[src/rtl/alu_exec_pkg.sv]
// Shared definitions for the ALU execution stage: opcodes, FSM states,
// flag bit positions and a flag-packing helper.
package alu_exec_pkg;

  typedef enum logic [3:0] {
    OP_ADD   = 4'd0,
    OP_SUB   = 4'd1,
    OP_AND   = 4'd2,
    OP_OR    = 4'd3,
    OP_XOR   = 4'd4,
    OP_NOT   = 4'd5,
    OP_INC   = 4'd6,
    OP_DEC   = 4'd7,
    OP_SHL   = 4'd8,
    OP_SHR   = 4'd9,
    OP_MUL   = 4'd10,
    OP_PASSB = 4'd11,
    OP_PASSA = 4'd12   // 13..15 also decode as PASS A
  } op_e;

  typedef enum logic {
    ST_IDLE = 1'b0,
    ST_MUL  = 1'b1
  } state_e;

  localparam int FLG_Z = 3;
  localparam int FLG_N = 2;
  localparam int FLG_C = 1;
  localparam int FLG_V = 0;

  // Place the four flag bits at their architectural positions.
  function automatic logic [3:0] pack_flags(input logic z, input logic n,
                                            input logic c, input logic v);
    logic [3:0] f;
    f        = '0;
    f[FLG_Z] = z;
    f[FLG_N] = n;
    f[FLG_C] = c;
    f[FLG_V] = v;
    return f;
  endfunction

endpackage

[src/rtl/alu_exec_if.sv]
// Bus between the register group / microsequencer (master) and the
// ALU execution stage (slave).
interface alu_exec_if #(
  parameter int WIDTH = 8
);
  logic [WIDTH-1:0] s_in;
  logic [WIDTH-1:0] d_in;
  logic             ld_a;
  logic             ld_b;
  logic [3:0]       op;
  logic             start;
  logic             busy;
  logic             done;
  logic [WIDTH-1:0] result;
  logic [WIDTH-1:0] prod_hi;
  logic [3:0]       flags;

  modport master (
    output s_in, d_in, ld_a, ld_b, op, start,
    input  busy, done, result, prod_hi, flags
  );

  modport slave (
    input  s_in, d_in, ld_a, ld_b, op, start,
    output busy, done, result, prod_hi, flags
  );
endinterface

[src/rtl/alu_mul_seq.sv]
// Shift-add multiplier: one partial product per clock, WIDTH iterations.
// done_o / prod_o are combinational during the final iteration so the
// parent can capture the product on the same edge the sequence ends.
module alu_mul_seq #(
  parameter int WIDTH = 8
) (
  input  logic               clk,
  input  logic               rst,
  input  logic               start_i,
  input  logic [WIDTH-1:0]   mcand_i,
  input  logic [WIDTH-1:0]   mplier_i,
  output logic               busy_o,
  output logic               done_o,
  output logic [2*WIDTH-1:0] prod_o
);

  localparam int            CW       = (WIDTH > 1) ? $clog2(WIDTH) : 1;
  localparam logic [CW-1:0] CNT_LAST = CW'(WIDTH - 1);

  logic [2*WIDTH-1:0] mcand_q;
  logic [2*WIDTH-1:0] acc_q;
  logic [2*WIDTH-1:0] acc_d;
  logic [WIDTH-1:0]   mplier_q;
  logic [CW-1:0]      cnt_q;
  logic               busy_q;

  assign acc_d  = acc_q + (mplier_q[0] ? mcand_q : '0);
  assign done_o = busy_q && (cnt_q == CNT_LAST);
  assign prod_o = acc_d;
  assign busy_o = busy_q;

  // Capture operands on start, then add/shift once per cycle until the last bit.
  always_ff @(posedge clk or posedge rst) begin
    if (rst) begin
      mcand_q  <= '0;
      acc_q    <= '0;
      mplier_q <= '0;
      cnt_q    <= '0;
      busy_q   <= 1'b0;
    end else if (start_i && !busy_q) begin
      // NOTE: non-blocking assignments so every register here samples pre-edge values.
      mcand_q  <= {{WIDTH{1'b0}}, mcand_i};
      mplier_q <= mplier_i;
      acc_q    <= '0;
      cnt_q    <= '0;
      busy_q   <= 1'b1;
    end else if (busy_q) begin
      acc_q    <= acc_d;
      mcand_q  <= mcand_q << 1;
      mplier_q <= mplier_q >> 1;
      cnt_q    <= cnt_q + 1'b1;
      if (done_o) busy_q <= 1'b0;
    end
  end

endmodule

[src/rtl/alu_exec_stage.sv]
// ALU execution stage: operand latches A/B, combinational 8-bit ALU,
// registered result/prod_hi/flags and a two-state IDLE/MUL controller.
module alu_exec_stage
  import alu_exec_pkg::*;
#(
  parameter int WIDTH = 8
) (
  input logic       clk,
  input logic       rst,
  alu_exec_if.slave bus
);

  localparam int MSB = WIDTH - 1;

  logic [WIDTH-1:0]   a_q;
  logic [WIDTH-1:0]   b_q;
  state_e             state_q;
  logic [WIDTH-1:0]   result_q;
  logic [WIDTH-1:0]   prod_hi_q;
  logic [3:0]         flags_q;
  logic               done_q;

  logic [WIDTH-1:0]   alu_res;
  logic               alu_c;
  logic               alu_v;
  logic [WIDTH:0]     add_w;
  logic [WIDTH:0]     sub_w;
  logic [WIDTH:0]     inc_w;
  logic [WIDTH:0]     dec_w;

  logic               mul_start;
  logic               mul_busy;
  logic               mul_done;
  logic [2*WIDTH-1:0] mul_prod;

  // Operations read A/B as they were before the edge, so a load coinciding
  // with start does not affect the operation started at that edge.
  assign mul_start = (state_q == ST_IDLE) && bus.start && (bus.op == OP_MUL);

  alu_mul_seq #(.WIDTH(WIDTH)) u_mul (
    .clk      (clk),
    .rst      (rst),
    .start_i  (mul_start),
    .mcand_i  (a_q),
    .mplier_i (b_q),
    .busy_o   (mul_busy),
    .done_o   (mul_done),
    .prod_o   (mul_prod)
  );

  // Operand latches are honoured every cycle, even while MUL iterates.
  always_ff @(posedge clk or posedge rst) begin
    if (rst) begin
      a_q <= '0;
      b_q <= '0;
    end else begin
      if (bus.ld_a) a_q <= bus.s_in;
      if (bus.ld_b) b_q <= bus.d_in;
    end
  end

  // WIDTH+1-bit intermediates expose carry/borrow in the top bit.
  assign add_w = {1'b0, a_q} + {1'b0, b_q};
  assign sub_w = {1'b0, a_q} - {1'b0, b_q};
  assign inc_w = {1'b0, a_q} + 1'b1;
  assign dec_w = {1'b0, a_q} - 1'b1;

  // Single-cycle ALU: result plus carry and signed-overflow for the current opcode.
  always_comb begin
    // NOTE: defaults first so no path through the case leaves an output unassigned (no latch).
    alu_res = a_q;
    alu_c   = 1'b0;
    alu_v   = 1'b0;
    case (bus.op)
      OP_ADD: begin
        alu_res = add_w[MSB:0];
        alu_c   = add_w[WIDTH];
        alu_v   = (a_q[MSB] == b_q[MSB]) && (add_w[MSB] != a_q[MSB]);
      end
      OP_SUB: begin
        alu_res = sub_w[MSB:0];
        alu_c   = sub_w[WIDTH];
        alu_v   = (a_q[MSB] != b_q[MSB]) && (sub_w[MSB] != a_q[MSB]);
      end
      OP_AND:   alu_res = a_q & b_q;
      OP_OR:    alu_res = a_q | b_q;
      OP_XOR:   alu_res = a_q ^ b_q;
      OP_NOT:   alu_res = ~a_q;
      OP_INC: begin
        alu_res = inc_w[MSB:0];
        alu_c   = inc_w[WIDTH];
        alu_v   = !a_q[MSB] && inc_w[MSB];
      end
      OP_DEC: begin
        alu_res = dec_w[MSB:0];
        alu_c   = dec_w[WIDTH];
        alu_v   = a_q[MSB] && !dec_w[MSB];
      end
      OP_SHL: begin
        alu_res = {a_q[MSB-1:0], 1'b0};
        alu_c   = a_q[MSB];
      end
      OP_SHR: begin
        alu_res = {1'b0, a_q[MSB:1]};
        alu_c   = a_q[0];
      end
      OP_PASSB: alu_res = b_q;
      default:  alu_res = a_q;   // PASS A (12..15); MUL result comes from the sequencer
    endcase
  end

  // Controller: single-cycle ops retire at the start edge, MUL retires when
  // the sequencer reports its final iteration; done pulses one cycle after.
  always_ff @(posedge clk or posedge rst) begin
    if (rst) begin
      state_q   <= ST_IDLE;
      result_q  <= '0;
      prod_hi_q <= '0;
      flags_q   <= '0;
      done_q    <= 1'b0;
    end else begin
      done_q <= 1'b0;
      case (state_q)
        ST_IDLE: begin
          if (bus.start) begin
            if (bus.op == OP_MUL) begin
              state_q <= ST_MUL;
            end else begin
              result_q <= alu_res;
              flags_q  <= pack_flags(alu_res == '0, alu_res[MSB], alu_c, alu_v);
              done_q   <= 1'b1;
            end
          end
        end
        ST_MUL: begin
          if (mul_done) begin
            result_q  <= mul_prod[MSB:0];
            prod_hi_q <= mul_prod[2*WIDTH-1:WIDTH];
            flags_q   <= pack_flags(mul_prod[MSB:0] == '0, mul_prod[MSB],
                                    mul_prod[2*WIDTH-1:WIDTH] != '0, 1'b0);
            done_q    <= 1'b1;
            state_q   <= ST_IDLE;
          end
        end
      endcase
    end
  end

  assign bus.busy    = mul_busy;
  assign bus.done    = done_q;
  assign bus.result  = result_q;
  assign bus.prod_hi = prod_hi_q;
  assign bus.flags   = flags_q;

endmodule
[src/flat_wrapper.sv]
// flat-port wrapper written by rule: the top's interface ports become plain ports
module alu_exec_stage_flat import alu_exec_pkg::*;
#(
  parameter int WIDTH = 8
)
  (clk, rst, bus_s_in, bus_d_in, bus_ld_a, bus_ld_b, bus_op, bus_start, bus_busy, bus_done, bus_result, bus_prod_hi, bus_flags);
  alu_exec_if #(.WIDTH(WIDTH)) bus_i ();
  input logic clk;
  input logic rst;
  input wire logic [$bits(bus_i.s_in)-1:0] bus_s_in;
  input wire logic [$bits(bus_i.d_in)-1:0] bus_d_in;
  input wire logic [$bits(bus_i.ld_a)-1:0] bus_ld_a;
  input wire logic [$bits(bus_i.ld_b)-1:0] bus_ld_b;
  input wire logic [$bits(bus_i.op)-1:0] bus_op;
  input wire logic [$bits(bus_i.start)-1:0] bus_start;
  output wire logic [$bits(bus_i.busy)-1:0] bus_busy;
  output wire logic [$bits(bus_i.done)-1:0] bus_done;
  output wire logic [$bits(bus_i.result)-1:0] bus_result;
  output wire logic [$bits(bus_i.prod_hi)-1:0] bus_prod_hi;
  output wire logic [$bits(bus_i.flags)-1:0] bus_flags;
  assign bus_i.s_in = bus_s_in;
  assign bus_i.d_in = bus_d_in;
  assign bus_i.ld_a = bus_ld_a;
  assign bus_i.ld_b = bus_ld_b;
  assign bus_i.op = bus_op;
  assign bus_i.start = bus_start;
  assign bus_busy = bus_i.busy;
  assign bus_done = bus_i.done;
  assign bus_result = bus_i.result;
  assign bus_prod_hi = bus_i.prod_hi;
  assign bus_flags = bus_i.flags;
  alu_exec_stage #(.WIDTH(WIDTH)) u_core (.clk(clk), .rst(rst), .bus(bus_i));
endmodule
[config.mk]
export PLATFORM = sky130hd
export DESIGN_NAME = alu_exec_stage_flat
export DESIGN_NICKNAME = d
export VERILOG_FILES = /design/src/rtl/alu_exec_pkg.sv /design/src/rtl/alu_exec_if.sv /design/src/rtl/alu_mul_seq.sv /design/src/rtl/alu_exec_stage.sv /design/src/flat_wrapper.sv
export SDC_FILE = /design/constraint.sdc
export NUM_CORES = 1
export LEC_CHECK = 0
export CAP_MARGIN = 20
export CORE_UTILIZATION = 40
export CTS_CLUSTER_DIAMETER = 200
export CTS_CLUSTER_SIZE = 14
export DETAILED_ROUTE_END_ITERATION = 8
export PLACE_DENSITY_LB_ADDON = 0.2
export SYNTH_ARGS = -nofsm -noshare
export SYNTH_HDL_FRONTEND = slang
export SYNTH_HIERARCHICAL = 1
export SYNTH_SLANG_ARGS = --single-unit
[constraint.sdc]
create_clock -name clk -period 3.47 [get_ports clk]
set_clock_uncertainty 0.1 [all_clocks]
set_input_delay 0.347 -clock clk [delete_from_list [all_inputs] [get_ports clk]]
set_output_delay 0.347 -clock clk [all_outputs]
set_load 0.02 [all_outputs]
==> flow_summary.ini, run 1 <==
[run_status]
outcome = completed

[hold_path]
hp-class = primary input to async pin

[detailed_routing]
drcViolationCount = 0
met3_length_mm = 1.120
ant_nets = 0
detailroute.via_count = 5817
drt_wl_total_mm = 19.25
highest_layer = met4
wl_per_cell_microns = 19.15
m1WireLength_mm = 8.708
wl_met2_mm = 8.631
via_per_inst = 5.788
drt-pass1-iter-count = 5
dr.first_iter.drc_count = 576

[global_routing]
grt_max_degree = 70
grt_pass1_wl_mm = 31.15
first_global_vias = 5726
grt_use_total = 0.2467
grt.overflow.total = 0
antenna_found_initial = 0

[clock_network]
cts.clk_slew.worst_paths_ns = 0.07
clkSinkCount = 81
ctsHtreeMaxLevel = 3
cts_inserted_buffers = 9
insertion_delay_ns = 0.35
cts_setup_buffers = 0
hold_buffers = 0
cts_buffer_depth = 2
root_buffer = clkbuf_16
cts_tree = built

[placement]
hpwl_mm = 14.75
pre_cts_slack_ns = 0.06510
io_buffers = 46
gp_congestion = 0.9314

[power]
p_sw_w = 0.001746
seqPwrFrac = 0.339
clkPwrFrac = 0.227
peakVddDrop_uv = 293.2
leakagePower_nw = 3.231
internal_power_w = 0.002581
p_sw_frac = 0.4035
power.density_nw_per_um2 = 581.4
combinationalPowerShare = 0.434

[sta]
finalSetupViolCount = 0
timing.setup.tns_ns = 0
fin_crit_sh = 0.9343
relSlewSlack = 0.5557
min_period_ns = 3.242
slew_viol_final = 0
finalWorstSetupSlack_ns = 0.2281
rsz0062_at_grt = no
clock.fmax_mhz = 308.5
hold_violations = 0
worstMarginPinSlew_ns = 0.6614

[critical_path]
cp_slowest_stage_delay_ns = 0.48
worst-r2r-cell-count = 11
worstPathMaxFanout = 8
worstSetupEndpointType = register
crit_path_top_delay_cell = or4_1
path_cells = buf_4, ha_1, fa_1, xor2_1, o21ai_0, a221oi_1, o32ai_1, buf_4, nand3_1, or4_1, o31ai_1
worstPathArrival_ns = 3.40
r2r_setup_slack_ns = 0.23
reg2reg_to = u_core/bus.flags[3]
cp_common_cell = buf_4
startpoint_type = register
r2r_start = u_core/a_q[0]
crit_type = register to register
cp_data_required_time_ns = 3.63

[synth]
synth_xor_area_frac = 0.02492
synth_seq_cells = 81
yosysTopAreaCell = dfrtp_1
synthMuxAreaShare = 0.06092
synthArstFlopShare = 1.000
syn_nets = 817
synth_seq_area_share = 0.3204
dominantRegCellSynth = dfrtp_1
synthTopCellsByArea = dfrtp_1 (32%), ha_1 (8.9%), nand2_1 (5.8%), o21ai_0 (4.9%), mux2i_1 (4.0%)
syn_avg_cell_area_sq_um = 8.503
yosys_warnings = 6
ys_types = 81
synth-edff-count = 0
syn_inst = 744
synthAdderAreaFrac = 0.09850
synth-simple-area-share = 0.1922
netlist_area_sq_um = 6326
synth_top_family_by_area = compound AO/OA/AOI/OAI gates
synth_top_area_frac = 0.3204
synth_compound_area_frac = 0.2445

[final_layout]
diodes = 0
syn2layout_area_growth_pct = 17.64
nets = 862
layout-drive-gt1-share = 0.1083

[die]
dieArea_sq_um = 16320
die_w_microns = 127.8
core_sq_um = 15310
die_y_microns = 127.8
placementRows = 45
start_util = 0.4131
boundaryPins = 47

[run]
cap_violations = 0
==> repair_timing <==
item,in CTS,in global routing
hold endpoints to repair,0,0
endpoints found under the setup margin,0,2
resized for setup,0,4
==> critical path: cells and delay by family, from the launching register on <==
family          cells  cell delay, ns
compound gates      4            0.90
simple gates        2            0.54
fa+ha+maj           2            0.69
flops               1            0.37
buf+inv             2            0.36
xor+xnor            1            0.18
==> cell usage in the layout (no fill, tap or decap), drive strengths merged, types with 6 or more instances in the layout <==
cell type / count
nand2b: 8
inv: 39
a21o: 8
buf: 35
clkbuf: 9
nor3: 11
nor2: 40
mux2i: 25
o21ai: 67
nor2b: 6
clkdlybuf4s50: 46
mux2: 12
and2: 21
o21bai: 6
ha: 45
xnor2: 9
xor2: 9
or4: 7
dfrtp: 81
a22o: 10
a21oi: 49
o211ai: 7
a31oi: 8
a221oi: 8
nand3: 17
o31ai: 7
nand4: 9
a211oi: 9
nand2: 98
==> kinds of logic after synthesis <==
family	count (synthesis)
AND/OR/NAND/NOR	244
AO/OA/AOI/OAI	231
buffers and inverters	85
flip-flops	81
adder cells (fa/ha/maj)	48
multiplexers	37
XOR/XNOR	18
==> routing by layer <==
metal	vias up	global-route usage
li1	2813	-
met1	2767	0.3288
met2	194	0.3855
met3	43	0.04758
met4	0	0.1149
met5	-	0
==> power groups by stage <==
| stage | logic, W | clock network (W) | registers, W |
|---|---|---|---|
| after floorplan | 0.00113 | 0 | 0.00153 |
| after global routing | 0.00208 | 0.00105 | 0.00151 |
| after detailed placement | 0.00187 | 0 | 0.00149 |
| final | 0.00188 | 0.000982 | 0.00147 |
| after global placement | 0.00185 | 0 | 0.00148 |
| after CTS | 0.00188 | 0.00101 | 0.00147 |
==> worst max path at each step <==
stage	cells past startpoint	end	slack [ns]	start
2_1_floorplan	12	u_core/bus.flags[1]	0.34	u_core/u_mul/mplier_q[0]
3_3_place_gp	11	u_core/bus.flags[1]	-0.03	u_core/u_mul/mplier_q[0]
3_5_place_dp	11	u_core/bus.flags[1]	0.07	u_core/u_mul/mplier_q[0]
4_1_cts	11	u_core/bus.flags[1]	0.04	u_core/u_mul/mplier_q[0]
5_1_grt	12	u_core/bus.flags[1]	0.04	u_core/u_mul/mplier_q[0]
6_report	11	u_core/bus.flags[3]	0.23	u_core/a_q[0]
==> state kept, by name, indices dropped and copies added, names as in the netlist <==
name and cells:
u_core/u_mul/mcand_q 16, u_core/u_mul/mplier_q 8, u_core/bus.done 1, u_core/a_q 8, u_core/b_q 8, u_core/u_mul/cnt_q 3
u_core/state_q 1, u_core/u_mul/acc_q 16, u_core/bus.flags 4, u_core/bus.result 7, u_core/bus.prod_hi 8, u_core/u_mul/busy_o 1
==> synth_stat cells, types with 9 or more instances <==
cell	n
mux2i_1	25
nand3_1	17
xnor2_1	9
xor2_1	9
clkbuf_1	23
ha_1	45
dfrtp_1	81
nand2_1	97
mux2_2	12
a21oi_1	46
nor3_1	10
inv_1	37
nor2_1	39
o21ai_0	62
a22o_1	10
buf_2	16
and2_1	20
==> final cells by class <==
| class | count | area (sq um) |
|---|---|---|
| multi-input combinational | 578 | 3944 |
| timing repair buffer | 81 | 760.7 |
| inverter | 38 | 142.6 |
| clock inverter | 7 | 76.32 |
| clock buffer | 9 | 225.2 |
| fill | 1498 | 7873 |
| sequential | 81 | 2029 |
| tap | 211 | 264.0 |
==> through the flow <==
step | instances | power (W) | instance area [sq um] | hold slack, ns | utilization
floorplan | 744 | 0.002670 | 6326 | 0.3492 | -
CTS | 1005 | 0.004356 | 7428 | 0.1785 | 0.4850
global route | 1005 | 0.004634 | 7442 | 0.1996 | 0.4859
detailed placement | 989 | 0.003358 | 7127 | 0.3713 | 0.4654
global placement | 989 | 0.003334 | 7127 | 0.3627 | 0.4654
finish | 1005 | 0.004327 | 7442 | 0.1790 | 0.4859
Power figures use the tool's default switching activity.
==> inputs of run 2 (changes only) <==
--- a/config.mk
+++ b/config.mk
@@ -6,11 +6,12 @@
 export NUM_CORES = 1
 export LEC_CHECK = 0
 export CAP_MARGIN = 20
+export CORE_ASPECT_RATIO = 1.25
 export CORE_UTILIZATION = 40
 export CTS_CLUSTER_DIAMETER = 200
 export CTS_CLUSTER_SIZE = 14
 export DETAILED_ROUTE_END_ITERATION = 8
-export PLACE_DENSITY_LB_ADDON = 0.2
+export PLACE_DENSITY = 0.59
 export SYNTH_ARGS = -nofsm -noshare
 export SYNTH_HDL_FRONTEND = slang
 export SYNTH_HIERARCHICAL = 1
==> flow_summary.ini, run 2 (synthesized netlist as in run 1, its figures left out) <==
[run_status]
outcome = completed

[global_routing]
grt_max_degree = 46
antenna_found_initial = 0
first_global_vias = 5953
grt_use_total = 0.2684
grt_pass1_wl_mm = 32.98
grt.overflow.total = 0

[sta]
min_period_ns = 3.304
relSlewSlack = 0.4269
hold_violations = 0
slew_viol_final = 0
clock.fmax_mhz = 302.6
fin_crit_sh = 0.9522
worstMarginPinSlew_ns = 0.8587
finalSetupViolCount = 0
holdWs_ns = 0.1969
finalWorstSetupSlack_ns = 0.1658

[critical_path]
r2r_start = u_core/a_q[0]
startpoint_type = register
cp_data_required_time_ns = 3.62
worstPathArrival_ns = 3.46
reg2reg_to = u_core/bus.flags[3]
crit_type = register to register
worstPathMaxFanout = 8
r2r_setup_slack_ns = 0.17
worst-r2r-cell-count = 11
worstSetupEndpointType = register

[detailed_routing]
dr.first_iter.drc_count = 499
drt-pass1-iter-count = 5
via_per_inst = 5.849
drt_wl_total_mm = 20.61
detailroute.via_count = 5931
wl_per_cell_microns = 20.32
ant_nets = 0
drcViolationCount = 0

[power]
p_sw_w = 0.001803
power.density_nw_per_um2 = 588.1
combinationalPowerShare = 0.439
leakagePower_nw = 3.280
peakVddDrop_uv = 226.1
p_sw_frac = 0.4056
internal_power_w = 0.002642
seqPwrFrac = 0.332
clkPwrFrac = 0.229

[clock_network]
cts_tree = built
ctsHtreeMaxLevel = 3
root_buffer = clkbuf_16
cts.clk_slew.worst_paths_ns = 0.07
cts_buffer_depth = 2
cts_setup_buffers = 0
clkSinkCount = 81
insertion_delay_ns = 0.35
cts_inserted_buffers = 9

[die]
die_y_microns = 142.6
placementRows = 51
dieArea_sq_um = 16320
die_w_microns = 114.5
start_util = 0.4080
boundaryPins = 47
core_sq_um = 15510

[final_layout]
regArea_sq_um = 2028
diodes = 0
syn2layout_area_growth_pct = 19.48
layout_commonest_cell = nand2_1
layout-drive-gt1-share = 0.1209
fillers = 1493
nets = 870
most-common-layout-cells = nand2_1 (97), dfrtp_1 (80), o21ai_0 (61)
multi_input_area_sq_um = 3970
top_regs = u_core/u_mul/acc_q: 16 flops, u_core/u_mul/mcand_q: 16 flops

[placement]
io_buffers = 46
hpwl_mm = 15.95
pre_cts_slack_ns = 0.03722
gp_congestion = 0.9205

[hold_path]
hp-class = primary input to async pin

[run]
cap_violations = 0
-- run 2: per-stage QoR --
step                      cells  utilization  power [W]  cell area (sq um)    TNS, ns
after floorplan             744            -   0.002670               6326          0
after global placement      996       0.4626   0.003390               7173          0
after detailed placement    997       0.4631   0.003421               7181          0
after CTS                  1013       0.4832   0.004475               7492          0
after global routing       1014       0.4875   0.004757               7559  -0.002157
final                      1014       0.4875   0.004445               7559          0
-- run 2: how the worst max path moves through the flow --
stage,start,endpoint,slack [ns],cells past startpoint
after floorplan,u_core/u_mul/mplier_q[0],u_core/bus.flags[1],0.34,12
after global placement,u_core/u_mul/mplier_q[0],u_core/bus.flags[1],0.02,12
after detailed placement,u_core/u_mul/mplier_q[0],u_core/bus.flags[1],0.04,12
after CTS,u_core/u_mul/mplier_q[0],u_core/bus.flags[1],0.02,12
after global routing,u_core/u_mul/mplier_q[0],u_core/bus.flags[1],-0.002,12
final,u_core/a_q[0],u_core/bus.flags[3],0.17,11
-- run 2: critical path, cell delays in order, from the launching register on --
cell and delay (ns):
dfrtp_1 0.38, buf_4 0.17, ha_1 0.25, fa_1 0.43, xor2_1 0.17, o21ai_0 0.16
a221oi_1 0.13, o32ai_1 0.43, buf_4 0.20, nand3_1 0.07, or4_1 0.48, o31ai_1 0.23
-- run 2: layout make-up --
cell class	count	share of cell area
clock buffers	10	0.03162
clock inverters	6	0.009601
inverters	38	0.01887
multi-input cells	578	0.5252
flip-flops and latches	81	0.2683
well taps	212	0.03509
repair buffers	89	0.1112
-- run 2: what timing repair did --
item                                    in CTS  in global routing
hold buffers                                 0                  0
resized for setup                            0                  8
endpoints found under the setup margin       0                  2
-- run 2: power groups by stage --
stage / registers [W] / clock network [W] / logic [W]
CTS: 0.00148 / 0.00106 / 0.00194
detailed placement: 0.00149 / 0 / 0.00193
finish: 0.00148 / 0.00102 / 0.00195
global placement: 0.00149 / 0 / 0.00190
global route: 0.00153 / 0.00109 / 0.00214
floorplan: 0.00153 / 0 / 0.00113
-- run 2: metal layers --
| layer | up-vias | global-route usage | wire length, microns |
|---|---|---|---|
| met4 | 0 | 0.1470 | 1117 |
| met1 | 2856 | 0.3048 | 7842 |
| met2 | 201 | 0.4833 | 10850 |
| met5 | - | 0 | 0 |
| met3 | 49 | 0.03535 | 792 |
| li1 | 2825 | - | - |
